[src/rtl/vga_timing_gen.sv]
// Parametrised VGA timing: pixel-clock enable, syncs, DE, display/fetch coordinates, sync strobes.
// Latency: all decoded outputs are registered and change together on the pixel tick; pix_ce is one clk wide.
// Backpressure: none, free-running once out of reset.
module vga_timing_gen #(
    parameter int   H_DISPLAY = 800,
    parameter int   H_FRONT   = 56,
    parameter int   H_SYNC    = 120,
    parameter int   H_BACK    = 64,
    parameter int   V_DISPLAY = 600,
    parameter int   V_FRONT   = 37,
    parameter int   V_SYNC    = 6,
    parameter int   V_BACK    = 23,
    parameter logic HS_POL    = 1'b1,
    parameter logic VS_POL    = 1'b1,
    parameter int   CLK_DIV   = 2,
    parameter int   LOOKAHEAD = 0,
    parameter int   XW        = 11,
    parameter int   YW        = 10
) (
    input  logic          clk,
    input  logic          rst,
    output logic          pix_ce,
    output logic          hsync,
    output logic          vsync,
    output logic          de,
    output logic [XW-1:0] pix_x,
    output logic [YW-1:0] pix_y,
    output logic [XW-1:0] fetch_x,
    output logic [YW-1:0] fetch_y,
    output logic          fetch_active,
    output logic          line_start,
    output logic          frame_start,
    output logic          vblank
);

    localparam int H_TOTAL = H_DISPLAY + H_FRONT + H_SYNC + H_BACK;
    localparam int V_TOTAL = V_DISPLAY + V_FRONT + V_SYNC + V_BACK;
    localparam int DW      = (CLK_DIV > 1) ? $clog2(CLK_DIV) : 1;

    localparam logic [XW-1:0] H_LAST  = XW'(H_TOTAL - 1);
    localparam logic [YW-1:0] V_LAST  = YW'(V_TOTAL - 1);
    localparam logic [XW-1:0] H_VIS   = XW'(H_DISPLAY);
    localparam logic [YW-1:0] V_VIS   = YW'(V_DISPLAY);
    localparam logic [XW-1:0] HS_BEG  = XW'(H_DISPLAY + H_FRONT);
    localparam logic [XW-1:0] HS_END  = XW'(H_DISPLAY + H_FRONT + H_SYNC);
    localparam logic [YW-1:0] VS_BEG  = YW'(V_DISPLAY + V_FRONT);
    localparam logic [YW-1:0] VS_END  = YW'(V_DISPLAY + V_FRONT + V_SYNC);
    localparam logic [XW-1:0] DX_RST  = (LOOKAHEAD == 0) ? '0 : XW'(H_TOTAL - LOOKAHEAD);
    localparam logic [YW-1:0] DY_RST  = (LOOKAHEAD == 0) ? '0 : YW'(V_TOTAL - 1);
    localparam logic [DW-1:0] DIV_END = DW'(CLK_DIV - 1);

    if (H_TOTAL >= (1 << XW) || V_TOTAL >= (1 << YW)) begin : g_bad_width
        $error("vga_timing_gen: H_TOTAL/V_TOTAL do not fit in XW/YW");
    end
    if (H_FRONT < 1 || H_BACK < 1 || V_FRONT < 1 || V_BACK < 1 || CLK_DIV < 1) begin : g_bad_timing
        $error("vga_timing_gen: porches and CLK_DIV must be >= 1");
    end
    if (LOOKAHEAD < 0 || LOOKAHEAD > H_DISPLAY) begin : g_bad_lookahead
        $error("vga_timing_gen: LOOKAHEAD out of range");
    end

    logic [DW-1:0] div_cnt;
    logic          running;
    logic [XW-1:0] fx, dx, fx_n, dx_n;
    logic [YW-1:0] fy, dy, fy_n, dy_n;
    logic          hs_act, vs_act, de_n, fa_n, ls_n, fs_n, vb_n;

    always_ff @(posedge clk) begin
        if (rst) begin
            div_cnt <= '0;
            pix_ce  <= 1'b0;
        end else if (div_cnt == DIV_END) begin
            div_cnt <= '0;
            pix_ce  <= 1'b1;
        end else begin
            div_cnt <= div_cnt + 1'b1;
            pix_ce  <= 1'b0;
        end
    end

    // The first tick after reset presents the reset position itself, so the
    // first line/frame strobes are not skipped.
    always_comb begin
        fx_n = fx;
        fy_n = fy;
        dx_n = dx;
        dy_n = dy;
        if (running) begin
            fx_n = (fx == H_LAST) ? '0 : fx + 1'b1;
            dx_n = (dx == H_LAST) ? '0 : dx + 1'b1;
            if (fx == H_LAST) begin
                fy_n = (fy == V_LAST) ? '0 : fy + 1'b1;
            end
            if (dx == H_LAST) begin
                dy_n = (dy == V_LAST) ? '0 : dy + 1'b1;
            end
        end
    end

    always_comb begin
        hs_act = (dx_n >= HS_BEG) && (dx_n < HS_END);
        vs_act = (dy_n >= VS_BEG) && (dy_n < VS_END);
        de_n   = (dx_n < H_VIS) && (dy_n < V_VIS);
        fa_n   = (fx_n < H_VIS) && (fy_n < V_VIS);
        ls_n   = (dx_n == '0) && (dy_n < V_VIS);
        fs_n   = (dx_n == '0) && (dy_n == '0);
        vb_n   = (dy_n >= V_VIS);
    end

    always_ff @(posedge clk) begin
        if (rst) begin
            running      <= 1'b0;
            fx           <= '0;
            fy           <= '0;
            dx           <= DX_RST;
            dy           <= DY_RST;
            hsync        <= ~HS_POL;
            vsync        <= ~VS_POL;
            de           <= 1'b0;
            pix_x        <= '0;
            pix_y        <= '0;
            fetch_x      <= '0;
            fetch_y      <= '0;
            fetch_active <= 1'b0;
            line_start   <= 1'b0;
            frame_start  <= 1'b0;
            vblank       <= 1'b0;
        end else if (pix_ce) begin
            running      <= 1'b1;
            fx           <= fx_n;
            fy           <= fy_n;
            dx           <= dx_n;
            dy           <= dy_n;
            hsync        <= hs_act ? HS_POL : ~HS_POL;
            vsync        <= vs_act ? VS_POL : ~VS_POL;
            de           <= de_n;
            pix_x        <= dx_n;
            pix_y        <= dy_n;
            fetch_x      <= fx_n;
            fetch_y      <= fy_n;
            fetch_active <= fa_n;
            line_start   <= ls_n;
            frame_start  <= fs_n;
            vblank       <= vb_n;
        end
    end

endmodule

[config.mk]
export PLATFORM = sky130hd
export DESIGN_NAME = vga_timing_gen
export DESIGN_NICKNAME = d
export VERILOG_FILES = /design/src/rtl/vga_timing_gen.sv
export SDC_FILE = /design/constraint.sdc
export NUM_CORES = 1
export LEC_CHECK = 0
export ABC_CLOCK_PERIOD_IN_PS = 7250
export BUFFER_PORTS_ARGS = -buffer_cell sky130_fd_sc_hd__buf_2
export CORE_MARGIN = 2
export CORE_UTILIZATION = 60
export CTS_BUF_LIST = sky130_fd_sc_hd__clkbuf_8
export CTS_CLUSTER_SIZE = 30
export DETAILED_ROUTE_END_ITERATION = 6
export PLACE_DENSITY = 0.83
export SYNTH_ARGS = -nofsm -noshare
export SYNTH_HDL_FRONTEND = slang
export SYNTH_SLANG_ARGS = --single-unit
[constraint.sdc]
create_clock -name clk -period 7.25 [get_ports clk]
set_input_delay 0.725 -clock clk [delete_from_list [all_inputs] [get_ports clk]]
set_output_delay 0.725 -clock clk [all_outputs]
set_load 0.005 [all_outputs]
Yosys cells after proc, flatten, opt, wreduce, memory -nomap -nowiden
Index checks and enable logic that the tools add are counted.
Operators by class
  shift-type cells: 0
  equal/unequal tests: 4
  div/mod/pow operators: 0
  $add $sub $neg: 5
  reductions and logical operators: 9
  bitwise logic cells: 0
  $mul: 0
  muxes and demuxes: 13
  order comparisons: 9
Operators by type and width (number)
  $mux W10: 6
  $mux W11: 4
  $lt A11 B10 Y1 const B: 3
  $lt A10 B10 Y1 const B: 3
  $add A11 B1 Y11 const B: 2
  $eq A11 B11 Y1 const B: 2
  $add A10 B1 Y10 const B: 2
  $eq A10 B10 Y1 const B: 2
  $ge A10 B10 Y1 const B: 2
  $ge A11 B10 Y1 const B: 1
  $logic_not A11 Y1: 1
  $logic_not A10 Y1: 1
  $logic_and A1 B1 Y1: 6
  $mux W1: 3
  $reduce_or A2 Y1: 1
  $add A1 B1 Y1 const B: 1
Word-level totals
  latch bits: 0
  register bits: 52
  RAM bits: 0
  input bits: 2
  memories: 0
  memory bits (read-only): 0

Depth between registers and ports, before layout
  word-level depth: 7
  depth in mapped cells: 10

Worst setup path after synthesis
Ideal clock, no wire load.
  path kind: flip-flop to flip-flop
  start point: reg dx[0]
  end point: reg de
  buffers on the path: 3
  required time: 7.163 ns
  library setup time: 0.087 ns
  stages on the path, launching flop included: 11
  arrival time: 2.276 ns
  slack: 4.887 ns
  cells stage by stage: dfxtp_1 > ha_1 > clkbuf_1 > and3_1 > clkbuf_1 > nand4_1 > clkbuf_1 > o21ai_0 > o211ai_1 > o21a_1 > o31ai_1
Between the ends
  word-level cells in the longest chain between the ends: 5
  elaborated cells on any way between the ends: 9
  classes of those cells: 1 x add/sub; 2 x order compare; 1 x eq/ne; 4 x mux; 1 x reduce/logical
RTL lines
  start, declared: line 64  | logic [XW-1:0] fx, dx, fx_n, dx_n;
  start signal, assigned: line 132  | dx <= dx_n;
  $add A11 B1 Y11 / $eq A11 B11 Y1 (equally long branches): line 90, 94
  $mux W11 / $mux W10 (equally long branches): line 90, 94
  $mux W11 / $mux W10 (equally long branches): line 88  | if (running) begin
  $lt A11 B10 Y1 / $lt A10 B10 Y1 (equally long branches): line 103  | de_n = (dx_n < H_VIS) && (dy_n < V_VIS);
  $logic_and A1 B1 Y1 (*): line 103
  end signal, assigned: line 136  | de <= de_n;
  end, declared: line 25  | output logic de,
Mark *: on every way between the ends. The rest lies on a longest branch, timed or not.
A chain may end at the register's enable or synchronous reset.

Final worst setup path
  start point: reg dx[0]
  end point: reg dy[1]
Between the ends
  word-level cells in the longest chain between the ends: 3
RTL lines
  $eq A11 B11 Y1: line 94  | if (dx == H_LAST) begin
  $mux W10: line 94
  $mux W10: line 88
  end signal, assigned: line 133  | dy <= dy_n;
  end, declared: line 65  | logic [YW-1:0] fy, dy, fy_n, dy_n;
No other way between the ends.

==> summary.txt <==
outcome: complete, no violations
Cells on Worst Hold Path: 1
Synth async-reset ratio: 0%
dpl cell area: 3720 um2
FF+latch count, synth: 52
CORE AREA: 5570 um2
skew final: 5.36 ps
Inst Count DP: 556
post-CTS sizing: 0
row count: 27
static leakage: 1.41 nW
Finished Layout Cells: 564
Crit Path Class: reg2reg
initial antenna violation count: 0
global-route wire length before repair: 15,200 um
Hold Vio Cnt, Final: 0
DR vias: 3,721
VDD IR max: 0.000115 V
vias in the first global route: 3,112
Slowest-stage cell, CP: or2_2
number of cells on the critical path: 6
port buffer count: 51
Die W: 80.6 um
Root Buffer: clkbuf_8
Tcrit/Tclk final: 39.2%
Power, Total: 0.000514 W
WP buf/inv: 0
CTS sink cnt: 52
die height: 80.6 um
GRT overflow: 0
number of flops mapped to enable cells by yosys: 0
Clock Latency Late Sink: 300 ps
startpoint type of the worst setup path: register
Net Sw Power: 0.000117 W
Max-Slew Margin vs Limit: 38.8%
sequential-to-total area share from yosys stat: 29.5%
final WL: 9440 um
drt drc: 0
hold bufs inserted after CTS: 0
pwr dens: 135 nW/um2
Initial Utilization: 63.2%
critical path cell sequence: ha_1, and3_1, nand4_1, or2_2, or3_1, a21oi_1
Placer Congestion: 0.956
post-synth top area cell: dfxtp_1
Worst EP arrival: 3070 ps
Ys Warns: 0
Post-synth top flop: dfxtp_1
Worst Path Max Fanout: 14
combinational share of power: 4.3%
clk buf depth: 2
TNS Setup: 0 ps
CP top delay family: simple AND/OR/NAND/NOR gates
Total Routing Usage GR: 29.1%
Avg Inst Size Synth: 7.50 um2
Syn Nets: 478
Worst-path clk slew: 90 ps
WP data required: 7470 ps
Diodes inserted: 0
MaxCap Viol Count: 0
fin nets: 499
library cells used by synthesis: 64
area of the die: 6500 um2
Max Fclk: 0.352 GHz
Mapped Cells: 470
final instance area: 3820 um2
power share of the sequential group: 56.9%
CP max stage delay: 550 ps
CP endpoint kind: register
Finish-stage setup viols: 0
switch share: 22.7%
CTS Buf Count: 5
Final Max Tran Viols: 0
layout cells sized above 1: 14.2%
Synth top area share: 29.5%
Pre-Repair DR Iteration Count: 6
RSZ-0062 raised after global routing: false
WL/cell: 16.7 um
Final min period: 2840 ps
Worst-Margin Slew: 919 ps
area growth from synthesis to layout: 8.52%
Avg Vias per Cell: 6.60
Iteration-0 DRC Markers: 377
setup bufs post-CTS: 0
largest net degree at the start of global routing: 49
internal power: 0.000397 W
Cell Area, Synth: 3520 um2
post-route ant nets: 0
Ports: 52
CTS tree: done
H-Tree Depth: 2
Hold Path Class: reg2reg
detailed-placement wirelength estimate: 6520 um
Clk pwr share: 38.7%
post-layout util: 68.6%
R2R depth: 6
main area contributors after synthesis: dfxtp_1 (30%), a21oi_1 (5.4%), nor2_1 (4.9%)
layout by cell type (no fill, tap or decap), types with 4 or more instances in the layout:
cell type | synthesis | final
xor2_1 | 9 | 9
or3_1 | 7 | 7
nand3_1 | 21 | 21
and2_1 | 5 | 5
nor3_1 | 24 | 24
buf_2 | 7 | 51
clkbuf_8 | 0 | 5
or4b_1 | 4 | 4
ha_1 | 6 | 6
mux2i_1 | 4 | 4
nand4b_1 | 5 | 5
nand2_1 | 38 | 38
o31a_1 | 4 | 4
o211ai_1 | 4 | 4
and3_1 | 12 | 12
a211oi_1 | 5 | 5
nor2_1 | 46 | 46
o21ai_0 | 22 | 22
a22o_1 | 4 | 4
nor4_1 | 15 | 15
nand4_1 | 15 | 15
a21oi_1 | 38 | 38
dfxtp_1 | 52 | 52
xnor2_1 | 13 | 13
nand2b_1 | 5 | 5
inv_1 | 12 | 13
a31oi_1 | 6 | 6
cells by family after synthesis:
logic type / count (synthesis) / share of synthesized area (%)
buffers and inverters: 50 / 5.82
XOR/XNOR: 22 / 5.47
AND/OR/NAND/NOR: 223 / 34.8
multiplexers: 4 / 1.14
adder cells (fa/ha/maj): 6 / 2.13
flip-flops: 52 / 29.5
AO/OA/AOI/OAI: 113 / 21.1
synthesized netlist by cell type (all sizes together), types with 2 or more instances:
cell	number
nor2	46
a21oi	38
or2	2
a22o	4
nor3b	3
nor3	25
o2111ai	2
a221oi	2
or3	8
o31ai	2
o21a	2
nand3	21
nand4b	5
nand4	15
a41oi	2
o211ai	4
o22ai	3
and3	12
and4	3
mux2i	4
a211oi	5
ha	6
o31a	4
inv	12
nand2	38
nor2b	3
buf	10
a311oi	3
nor4	17
o21ai	22
a2bb2oi	3
or4	2
dfxtp	52
nand3b	3
xnor2	13
nand2b	5
and2	5
clkbuf	28
and4b	2
o21bai	2
xor2	9
a31oi	6
a311o	2
or4b	5
power groups by stage:
| stage | clock [W] | combinational (W) | sequential, W |
|---|---|---|---|
| finish | 0.000199 | 0.0000223 | 0.000293 |
| floorplan | 0 | 0.0000157 | 0.000298 |
| detailed placement | 0 | 0.0000221 | 0.000299 |
| CTS | 0.000206 | 0.0000223 | 0.000293 |
| global route | 0.000215 | 0.0000247 | 0.000294 |
| global placement | 0 | 0.0000219 | 0.000299 |
per-layer routing:
metal  GRT usage (%)  up-vias  wire length [um]
li1                -     1784                 -
met1            40.9     1711              4130
met2            45.8      207              4280
met3            5.28       19               896
met4            7.63        0               136
met5               0        -                 0
final cells by class:
type                    instances  area [um2]
repair buffers                 52         263
fillers                       473        1750
clock buffers                   5        68.8
clock inverters                 3        38.8
inverters                      12        45.0
well taps                      72        90.1
flip-flops and latches         52        1040
multi-input cells             368        2280
state kept, by name (all words and copies together) (netlist names), 10 cells and up:
register,count
fx,11
dy,10
fy,10
dx,11
worst paths after layout:
path / startpoint / end / slack [ps]
worst max-delay path: dx[0] / dy[1] / 4410
worst min-delay path: div_cnt / div_cnt / 410
worst max register to register: dx[0] / dy[1] / 4410
worst min register to register: div_cnt / div_cnt / 410
stage by stage:
stage / hold WS [ps] / setup WS [ps]
global placement: 394 / 4720
detailed placement: 398 / 4540
finish: 406 / 4410
floorplan: 385 / 4890
CTS: 412 / 4460
global route: 424 / 4270
(Power assumes the default switching activity.)
